## src/rtl/ram_req_responder.sv

```systemverilog
// ram_req_responder: memory-side responder for a valid/ready request interface.
// Services writes and reads from an internal 2^A x D array and returns one
// response per accepted request. The array is zero-filled after every reset
// (INIT) before any request is accepted.
//
// Ports:
//   clk        rising-edge clock
//   rst        synchronous active-high reset
//   req_valid  initiator presents a request
//   req_ready  responder can accept a request this cycle (combinational)
//   req_we     1 = write, 0 = read
//   req_addr   word address
//   req_wdata  write data (ignored for reads)
//   rsp_valid  response held on rsp_* outputs
//   rsp_ready  initiator consumes the response
//   rsp_we     type of the request this response answers
//   rsp_rdata  read data, or echo of the written data
//   init_done  zero-fill complete; high while in RUN
module ram_req_responder #(
  parameter int unsigned D = 8,
  parameter int unsigned A = 3
) (
  input  logic         clk,
  input  logic         rst,
  input  logic         req_valid,
  output logic         req_ready,
  input  logic         req_we,
  input  logic [A-1:0] req_addr,
  input  logic [D-1:0] req_wdata,
  output logic         rsp_valid,
  input  logic         rsp_ready,
  output logic         rsp_we,
  output logic [D-1:0] rsp_rdata,
  output logic         init_done
);

  localparam int unsigned DEPTH = 1 << A;

  typedef enum logic {
    INIT = 1'b0,
    RUN  = 1'b1
  } state_t;

  state_t         state;
  state_t         state_next;
  logic [A-1:0]   cnt;
  logic [D-1:0]   mem [DEPTH];
  logic           accept;

  assign init_done = (state == RUN);
  assign req_ready = init_done & (~rsp_valid | rsp_ready);
  // req_ready is 0 in INIT and during a held response, so X on req_* then
  // cannot reach the memory or response registers.
  assign accept    = req_valid & req_ready;

  always_ff @(posedge clk) begin
    if (rst) state <= INIT;
    else     state <= state_next;
  end

  always_comb begin
    state_next = state;
    case (state)
      INIT:    if (cnt == '1) state_next = RUN;
      RUN:     state_next = RUN;
      default: state_next = INIT;
    endcase
  end

  // Fill counter saturates at the last address so it never wraps inside INIT.
  always_ff @(posedge clk) begin
    if (rst)                             cnt <= '0;
    else if (state == INIT && cnt != '1) cnt <= cnt + A'(1);
  end

  // Storage: no reset of its own; the reset edge itself writes nothing.
  always_ff @(posedge clk) begin
    if (!rst) begin
      if (state == INIT)          mem[cnt]      <= '0;
      else if (accept && req_we)  mem[req_addr] <= req_wdata;
    end
  end

  always_ff @(posedge clk) begin
    if (rst) begin
      rsp_valid <= 1'b0;
      rsp_we    <= 1'b0;
      rsp_rdata <= '0;
    end else if (accept) begin
      rsp_valid <= 1'b1;
      rsp_we    <= req_we;
      rsp_rdata <= req_we ? req_wdata : mem[req_addr];
    end else if (rsp_ready) begin
      rsp_valid <= 1'b0;
    end
  end

endmodule
```

## config.mk

```make
export PLATFORM = sky130hd
export DESIGN_NAME = ram_req_responder
export DESIGN_NICKNAME = d
export VERILOG_FILES = /design/src/rtl/ram_req_responder.sv
export SDC_FILE = /design/constraint.sdc
export NUM_CORES = 1
export LEC_CHECK = 0
export BUFFER_PORTS_ARGS = -buffer_cell sky130_fd_sc_hd__buf_2
export CORE_MARGIN = 2
export CORE_UTILIZATION = 59
export CTS_CLUSTER_DIAMETER = 50
export CTS_CLUSTER_SIZE = 14
export DETAILED_ROUTE_END_ITERATION = 12
export PLACE_DENSITY = 0.79
export SYNTH_ARGS = -nofsm -noshare
export SYNTH_HDL_FRONTEND = slang
export SYNTH_SLANG_ARGS = --single-unit
```

## constraint.sdc

```tcl
create_clock -name clk -period 2.7 [get_ports clk]
set_input_delay 0.27 -clock clk [delete_from_list [all_inputs] [get_ports clk]]
set_output_delay 0.27 -clock clk [all_outputs]
set_load 0.01 [all_outputs]
```

==> flow_summary.yaml, run 1 <==
final_layout:
  fill_cells: 369
  antennaDiodeCount: 0
  finish.net_count: 251
  layout_common_cells: "edfxtp_1 (64), buf_2 (27), nor2_1 (20), dfxtp_1 (14), inv_1 (11)"
  drive_gt1_share_pct: 27.7
  area_growth_pct: 10.8
  final_common_cell: "edfxtp_1"
die:
  core_area_um2: 5470
  dieHeight_um: 78.9
  die_area_um2: 6220
  rows: 27
  die_w_um: 78.9
  start_util_pct: 60.4
  io-pin-count: 28
global_route:
  grt_pass1_vias: 1787
  grt_overflow: 0
  grt_max_degree: 21
  grt_pass1_wl_um: 10200
  grt.total_usage_pct: 23.7
  antenna_found_initial: 0
pwr:
  leakagePower_uw: 0.00128
  max-vdd-ir-drop_v: 0.000361
  pwr-share-comb_pct: 7.0
  switching_power_uw: 524
  netSwitchingFraction_pct: 22.2
  p_per_area_nw_per_um2: 643
  p_int_uw: 1830
  seqPwrFrac_pct: 57.2
  clkPwrFrac_pct: 35.7
worst_setup_path:
  path_class: "reg -> reg"
  reg2reg_depth: 3
  slowest_delay_ns: 0.63
  start_kind: "register"
  critPathTopFamily: "simple AND/OR/NAND/NOR gates"
  cp-end-kind: "register"
  cp-startpoint: "init_done"
  path_buf_inv: 0
  required_ns: 2.68
  worstPathArrival_ns: 2.36
  path_depth: 3
  worst_path_max_delay_cell: "nor2_1"
  crit_chain: "and4_1, mux2i_1, nor2_1"
  worstPathMaxFanout: 14
  crit-reg2reg-launch: "init_done"
  reg2reg_to: "mem[5][0]"
  endpoint: "mem[5][0]"
  r2r_slack_ns: 0.31
sta:
  hold_ws_ns: 0.219
  fin_crit_ns: 2.39
  worst_pin_slew_ns: 0.741
  fmax_mhz: 419
  clock_skew_ns: 0.00901
  tns_ns: 0
  maxSlewViolCount: 0
  final-hold-violation-count: 0
  finalCritPeriodShare_pct: 88.4
  finalSetupViolCount: 0
  rsz0062_at_grt: "no"
  relSlewSlack_pct: 50.4
clocking:
  h-tree-depth: 3
  post_cts_buffers: 0
  cts_inserted_buffers: 9
  clock_sinks: 78
  clkLatencyLatePin_ns: 0.34
  cts_root_buf: "clkbuf_8"
  post_cts_resized: 0
  clkTransAtPathRegs_ns: 0.08
  clock_path_buffers: 2
  cts_tree: "built"
  cts-hold-fix-buffers: 0
min_path:
  hold_path_class: "in -> reg"
synthesis:
  synth_top_area_share_pct: 58.1
  syn-cell-area_um2: 3310
  yosysTopAreaCell: "edfxtp_1"
  synth_cell_type_count: 32
  yosys_warnings: 0
  syn_avg_cell_area_um2: 16.3
  synth-seq-cells: 78
  yosys-top-cells-area: "edfxtp_1 (58%), dfxtp_1 (8.5%), mux4_1 (7.2%)"
  syn_nets: 221
  synth_seq_area_share_pct: 66.6
  syn_inst: 203
placed_design:
  dp_hpwl_um: 4530
  routabilityCongestion: 0.888
  portBuffers: 27
status:
  outcome: "finished clean"
route:
  drc: 0
  routed_wl_um: 6670
  vias_per_cell: 5.98
  route.vias.total: 1855
  drtPass1Iterations: 4
  final_antenna_net_count: 0
  wl_per_cell_um: 21.5
  dr.first_iter.drc_count: 209
job:
  max_cap_viol_count: 0
## power by group through the flow
| stage | clock network (uW) | registers [uW] | logic [uW] |
|---|---|---|---|
| after floorplan | 0 | 1370 | 123 |
| after global placement | 0 | 1370 | 163 |
| final | 842 | 1350 | 166 |
| after global routing | 889 | 1350 | 180 |
| after CTS | 848 | 1350 | 165 |
| after detailed placement | 0 | 1370 | 164 |
## state kept, by name, indices dropped and copies added, names as in the netlist
register and count:
mem 64, rsp_rdata 8, init_done 1, rsp_valid 1
cnt 3, rsp_we 1
## through the flow
step / worst slack (ns) / utilization (%) / instances / total power [uW] / instance area (um^2)
2_1_floorplan: 0.670 / - / 203 / 1490 / 3310
3_3_place_gp: 0.355 / 63.5 / 294 / 1540 / 3470
3_5_place_dp: 0.223 / 63.5 / 294 / 1540 / 3470
4_1_cts: 0.345 / 66.9 / 310 / 2360 / 3660
5_1_grt: 0.134 / 66.9 / 310 / 2420 / 3660
6_report: 0.314 / 66.9 / 310 / 2350 / 3660
## cell usage after synthesis (all sizes together)
cell / number
mux4: 16
ha: 2
nand2: 10
dfxtp: 14
nor2b: 1
nand3: 8
inv: 11
nand2b: 2
mux2: 9
a32oi: 4
clkbuf: 2
a311oi: 8
a41oi: 2
edfxtp: 64
o21ai: 3
buf: 10
mux2i: 1
nand4: 2
a21o: 1
a21oi: 3
or2b: 1
and2: 2
and3: 1
and4: 1
xnor2: 4
nor2: 20
nor3: 1
## worst min path at each step
stage | start | cells past startpoint | to | slack [ns]
2_1_floorplan | req_wdata[0] | 2 | rsp_rdata[0] | 0.45
3_3_place_gp | rsp_we | 2 | rsp_we | 0.47
3_5_place_dp | rsp_rdata[0] | 2 | rsp_rdata[0] | 0.49
4_1_cts | req_wdata[4] | 3 | rsp_rdata[4] | 0.21
5_1_grt | req_wdata[5] | 3 | rsp_rdata[5] | 0.24
6_report | req_wdata[4] | 3 | rsp_rdata[4] | 0.22
## cell families (layout without fill, tap and decap cells)
kind of cell / after synthesis / count (layout) / share of synthesized area [%]
simple gates: 49 / 49 / 7.49
compound gates: 21 / 21 / 4.88
mux: 26 / 26 / 15.3
buf+inv: 23 / 58 / 3.90
flops: 78 / 78 / 66.6
xor+xnor: 4 / 4 / 1.06
fa+ha+maj: 2 / 2 / 0.757
## final cells by class
type	instances	area (um^2)	share of cell area, %
inverters	11	41.3	1.13
multi-input cells	102	975	26.6
clock buffers	10	128	3.48
flip-flops and latches	78	2200	60.1
repair buffers	31	165	4.51
clock inverters	6	62.6	1.71
well taps	72	90.1	2.46
## tightest hold or removal path, stage by stage
cell	delay, ns
buf_2	0.10
nand2_1	0.06
a311oi_1	0.08
## layer usage
layer	vias up	part of all wire (%)	GRT usage, %
met4	0	3.4	11.9
met3	23	6.9	5.34
met1	886	44	33.1
met5	-	0	0
met2	96	45	35.7
li1	850	-	-
No activity file was read; power rests on OpenSTA's default activity.
==> run 2: changes to the inputs <==
ABC_AREA = 0   (was default)
ABC_CLOCK_PERIOD_IN_PS = 2700   (was default)
CELL_PAD_IN_SITES_DETAIL_PLACEMENT = 1   (was default)
CELL_PAD_IN_SITES_GLOBAL_PLACEMENT = 1   (was default)
CORE_UTILIZATION = 50   (was 59)
PLACE_DENSITY = default   (was 0.79)
PLACE_DENSITY_LB_ADDON = 0.1   (was default)
==> flow_summary.yaml, run 2 (synthesis gave the netlist of run 1 again) <==
clocking:
  post_cts_buffers: 0
  clock_sinks: 78
  cts_tree: "built"
  clock_path_buffers: 2
  h-tree-depth: 3
  post_cts_resized: 0
  clkTransAtPathRegs_ns: 0.08
  cts-hold-fix-buffers: 0
  clkLatencyLatePin_ns: 0.35
  cts_root_buf: "clkbuf_8"
  cts_inserted_buffers: 9
final_layout:
  fin_util_pct: 59.4
  reg_top3: "mem x64, rsp_rdata x8, cnt x3"
  antennaDiodeCount: 0
  finish.net_count: 260
  final_common_cell: "edfxtp_1"
  largest-register: "mem"
  drive_gt1_share_pct: 30.4
  largest_reg_flops: 64
  area_growth_pct: 14.8
  fill_cells: 602
  layout_common_cells: "edfxtp_1 (64), buf_2 (27), nor2_1 (20), dfxtp_1 (14), buf_4 (13)"
die:
  die_w_um: 85.3
  dieHeight_um: 85.3
  io-pin-count: 28
  core_area_um2: 6390
  rows: 29
  die_area_um2: 7280
  start_util_pct: 51.8
sta:
  finalSetupViolCount: 0
  worst_pin_slew_ns: 0.678
  final-hold-violation-count: 0
  clock_skew_ns: 0.0129
  tns_ns: 0
  fin_crit_ns: 2.11
  rsz0062_at_grt: "no"
  hold_ws_ns: 0.219
  fmax_mhz: 474
  maxSlewViolCount: 0
  relSlewSlack_pct: 54.8
  finalCritPeriodShare_pct: 78.2
pwr:
  p_int_uw: 2050
  max-vdd-ir-drop_v: 0.000423
  netSwitchingFraction_pct: 21.3
  pwr-share-comb_pct: 6.7
  seqPwrFrac_pct: 51.7
  p_per_area_nw_per_um2: 687
  leakagePower_uw: 0.00135
  switching_power_uw: 556
  clkPwrFrac_pct: 41.7
placed_design:
  dp_hpwl_um: 5360
  routabilityCongestion: 0.828
  portBuffers: 27
worst_setup_path:
  required_ns: 2.75
  path_class: "reg -> reg"
  worstPathArrival_ns: 2.16
  worstPathMaxFanout: 12
  cp-end-kind: "register"
  start_kind: "register"
route:
  vias_per_cell: 5.89
  dr.first_iter.drc_count: 141
  final_antenna_net_count: 0
  routed_wl_um: 7570
  wl_per_cell_um: 23.4
  route.vias.total: 1908
  drtPass1Iterations: 4
  drc: 0
global_route:
  antenna_found_initial: 0
  grt_max_degree: 21
  grt_pass1_wl_um: 12000
  grt_overflow: 0
  grt_pass1_vias: 2107
  grt.total_usage_pct: 23.0
min_path:
  hold_path_class: "in -> reg"
job:
  max_cap_viol_count: 0
status:
  outcome: "finished clean"
==> run 2: changes by cell type in the layout (fill, tap and decap cells not counted), moves of 2 or more <==
cell,before,now
clkinv_4,2,0
clkinv_2,3,0
buf_4,4,13
bufinv_16,1,3
==> run 2: per-stage QoR <==
step | total power (uW) | std cells | worst slack [ns] | cell area [um^2]
after floorplan | 1490 | 203 | 0.670 | 3310
final | 2610 | 324 | 0.589 | 3790
after detailed placement | 1550 | 308 | 0.556 | 3550
after CTS | 2620 | 324 | 0.578 | 3790
after global placement | 1540 | 308 | 0.636 | 3550
after global routing | 2680 | 324 | 0.457 | 3790
==> run 2: power groups by stage <==
stage	sequential [uW]	combinational (uW)	clock [uW]
final	1350	174	1090
after global routing	1350	190	1140
after CTS	1350	176	1090
after detailed placement	1370	174	0
after global placement	1370	166	0
after floorplan	1370	123	0
==> run 2: path summary, 6_finish.rpt <==
path                     start      endpoint  slack, ns  cells past startpoint
setup reg to reg     init_done     mem[3][0]       0.59                      4
hold reg to reg         rsp_we        rsp_we       0.50                      2
hold / removal    req_wdata[0]  rsp_rdata[0]       0.22                      3
setup / recovery     init_done     mem[3][0]       0.59                      4
==> run 2: area by class of cell <==
cell class | count | area, um^2 | area share (%)
Inverter | 11 | 41.3 | 1.09
Sequential cell | 78 | 2200 | 58.0
Clock inverter | 5 | 106 | 2.80
Timing Repair Buffer | 40 | 233 | 6.13
Clock buffer | 11 | 141 | 3.73
Tap cell | 77 | 96.3 | 2.54
Multi-Input combinational cell | 102 | 975 | 25.7
==> run 2: routing by layer <==
metal	vias up	part of all wire (%)	GRT usage [%]
met5	-	0	0
met4	0	1.5	9.09
met3	9	4.7	4.57
met2	55	50	37.3
met1	972	44	30.7
li1	872	-	-
==> run 2: worst max-delay path, cell delays in order (launching register included) <==
cell and delay, ns:
dfxtp_1 0.55, and4_1 0.48, mux2_2 0.43, nor2_1 0.14
buf_4 0.21
==> run 3: changes to the inputs <==
ABC_CLOCK_PERIOD_IN_PS = 2200   (was 2700)
clock period = 2.2 ns   (was 2.7 ns; I/O delays follow)
==> flow_summary.yaml, run 3 (synthesis gave the netlist of run 1 again) <==
sta:
  maxSlewViolCount: 0
  rsz0062_at_grt: "no"
  fin_crit_ns: 2.01
  tns_ns: 0
  relSlewSlack_pct: 68.0
  clock_skew_ns: 0.00695
  worst_pin_slew_ns: 0.480
  finalCritPeriodShare_pct: 91.4
  fmax_mhz: 497
  finalSetupViolCount: 0
  final-hold-violation-count: 0
final_layout:
  antennaDiodeCount: 0
  drive_gt1_share_pct: 31.3
  fill_cells: 611
  area_growth_pct: 14.1
  finish.net_count: 262
  fin_util_pct: 59.1
  largest_reg_flops: 64
  largest-register: "mem"
  final_common_cell: "edfxtp_1"
  layout_common_cells: "edfxtp_1 (64), buf_2 (27), nor2_1 (20), dfxtp_1 (14), buf_4 (14)"
  reg_top3: "mem x64, rsp_rdata x8, cnt x3"
route:
  wl_met3_um: 391
  drc: 0
  top_layer_used: "met4"
  routed_wl_um: 7290
  route.vias.total: 1936
  dr.first_iter.drc_count: 143
  vias_per_cell: 5.94
  final_antenna_net_count: 0
  met2_length_um: 3480
  wl_met1_um: 3250
  drtPass1Iterations: 4
  wl_per_cell_um: 22.4
clocking:
  cts_tree: "built"
  clock_sinks: 78
  cts_root_buf: "clkbuf_8"
  cts-hold-fix-buffers: 0
  clkLatencyLatePin_ns: 0.35
  clkTransAtPathRegs_ns: 0.08
  cts_inserted_buffers: 9
  clock_path_buffers: 2
  post_cts_resized: 0
  h-tree-depth: 3
  post_cts_buffers: 0
worst_setup_path:
  required_ns: 2.27
  path_buf_inv: 2
  cp-end-kind: "register"
  worstPathArrival_ns: 2.08
  crit_chain: "and4_1, buf_4, a32oi_1, nor2_1, buf_4"
  critPathTopFamily: "simple AND/OR/NAND/NOR gates"
  start_kind: "register"
  slowest_delay_ns: 0.55
  worst_path_max_delay_cell: "dfxtp_1"
  crit_top_cell: "buf_4"
  path_class: "reg -> reg"
  worstPathMaxFanout: 12
global_route:
  grt_pass1_vias: 2073
  grt_overflow: 0
  antenna_found_initial: 0
  grt_pass1_wl_um: 11700
  grt_max_degree: 21
  grt.total_usage_pct: 22.5
placed_design:
  dp_hpwl_um: 4840
  portBuffers: 27
  routabilityCongestion: 0.796
status:
  outcome: "finished clean"
die:
  rows: 29
  dieHeight_um: 85.3
  start_util_pct: 51.8
  die_w_um: 85.3
  io-pin-count: 28
  die_area_um2: 7280
  core_area_um2: 6390
job:
  max_cap_viol_count: 0
pwr:
  p_per_area_nw_per_um2: 776
  max-vdd-ir-drop_v: 0.000515
  leakagePower_uw: 0.00134
min_path:
  hold_path_class: "in -> reg"
==> run 3: changes by cell type in the layout (fill, tap and decap cells not counted) <==
| cell | change |
|---|---|
| clkbuf_8 | -1 |
| clkinv_2 | +2 |
| buf_12 | +1 |
| clkbuf_1 | -1 |
| clkinv_4 | +2 |
| buf_4 | +1 |
| bufinv_16 | -2 |
==> run 3: worst register-to-register path: cells and delay by family, from the launching register on <==
family / cells / cell delay, ns
buf+inv: 2 / 0.40
compound gates: 1 / 0.14
flops: 1 / 0.55
simple gates: 2 / 0.64
==> run 3: report_power, final <==
part	total (uW)	switching, uW	internal, uW
clock network	1060	534	527
registers	1650	21.6	1630
logic	215	114	102
==> run 3: cell type report <==
cell class	count	area (um^2)	share of cell area, %
Tap cell	77	96.3	2.55
Clock buffer	9	124	3.28
Sequential cell	78	2200	58.4
Multi-Input combinational cell	102	975	25.8
Clock inverter	7	73.8	1.96
Timing Repair Buffer	42	260	6.90
Inverter	11	41.3	1.09
==> run 3: final timing paths <==
path / cells after the start / slack, ns / startpoint / end
min reg2reg: 2 / 0.48 / rsp_we / rsp_we
min: 3 / 0.17 / req_wdata[6] / rsp_rdata[6]
max: 5 / 0.19 / init_done / mem[5][6]
max reg2reg: 5 / 0.19 / init_done / mem[5][6]
==> run 3: stage by stage <==
stage          power, uW  cells  setup slack (ns)  instance area [um^2]  hold slack, ns
2_1_floorplan       1830    203             0.220                  3310           0.401
3_3_place_gp        1890    310             0.323                  3570           0.463
3_5_place_dp        1900    310             0.240                  3570           0.473
4_1_cts             2950    326             0.220                  3770           0.152
5_1_grt             3030    326            0.0856                  3770           0.178
6_report            2930    326             0.190                  3770           0.165
==> run 3: layer usage <==
layer	track usage, %	up-vias
met5	0	-
met2	34.9	71
met3	4.77	16
li1	-	876
met4	9.67	0
met1	31.1	973
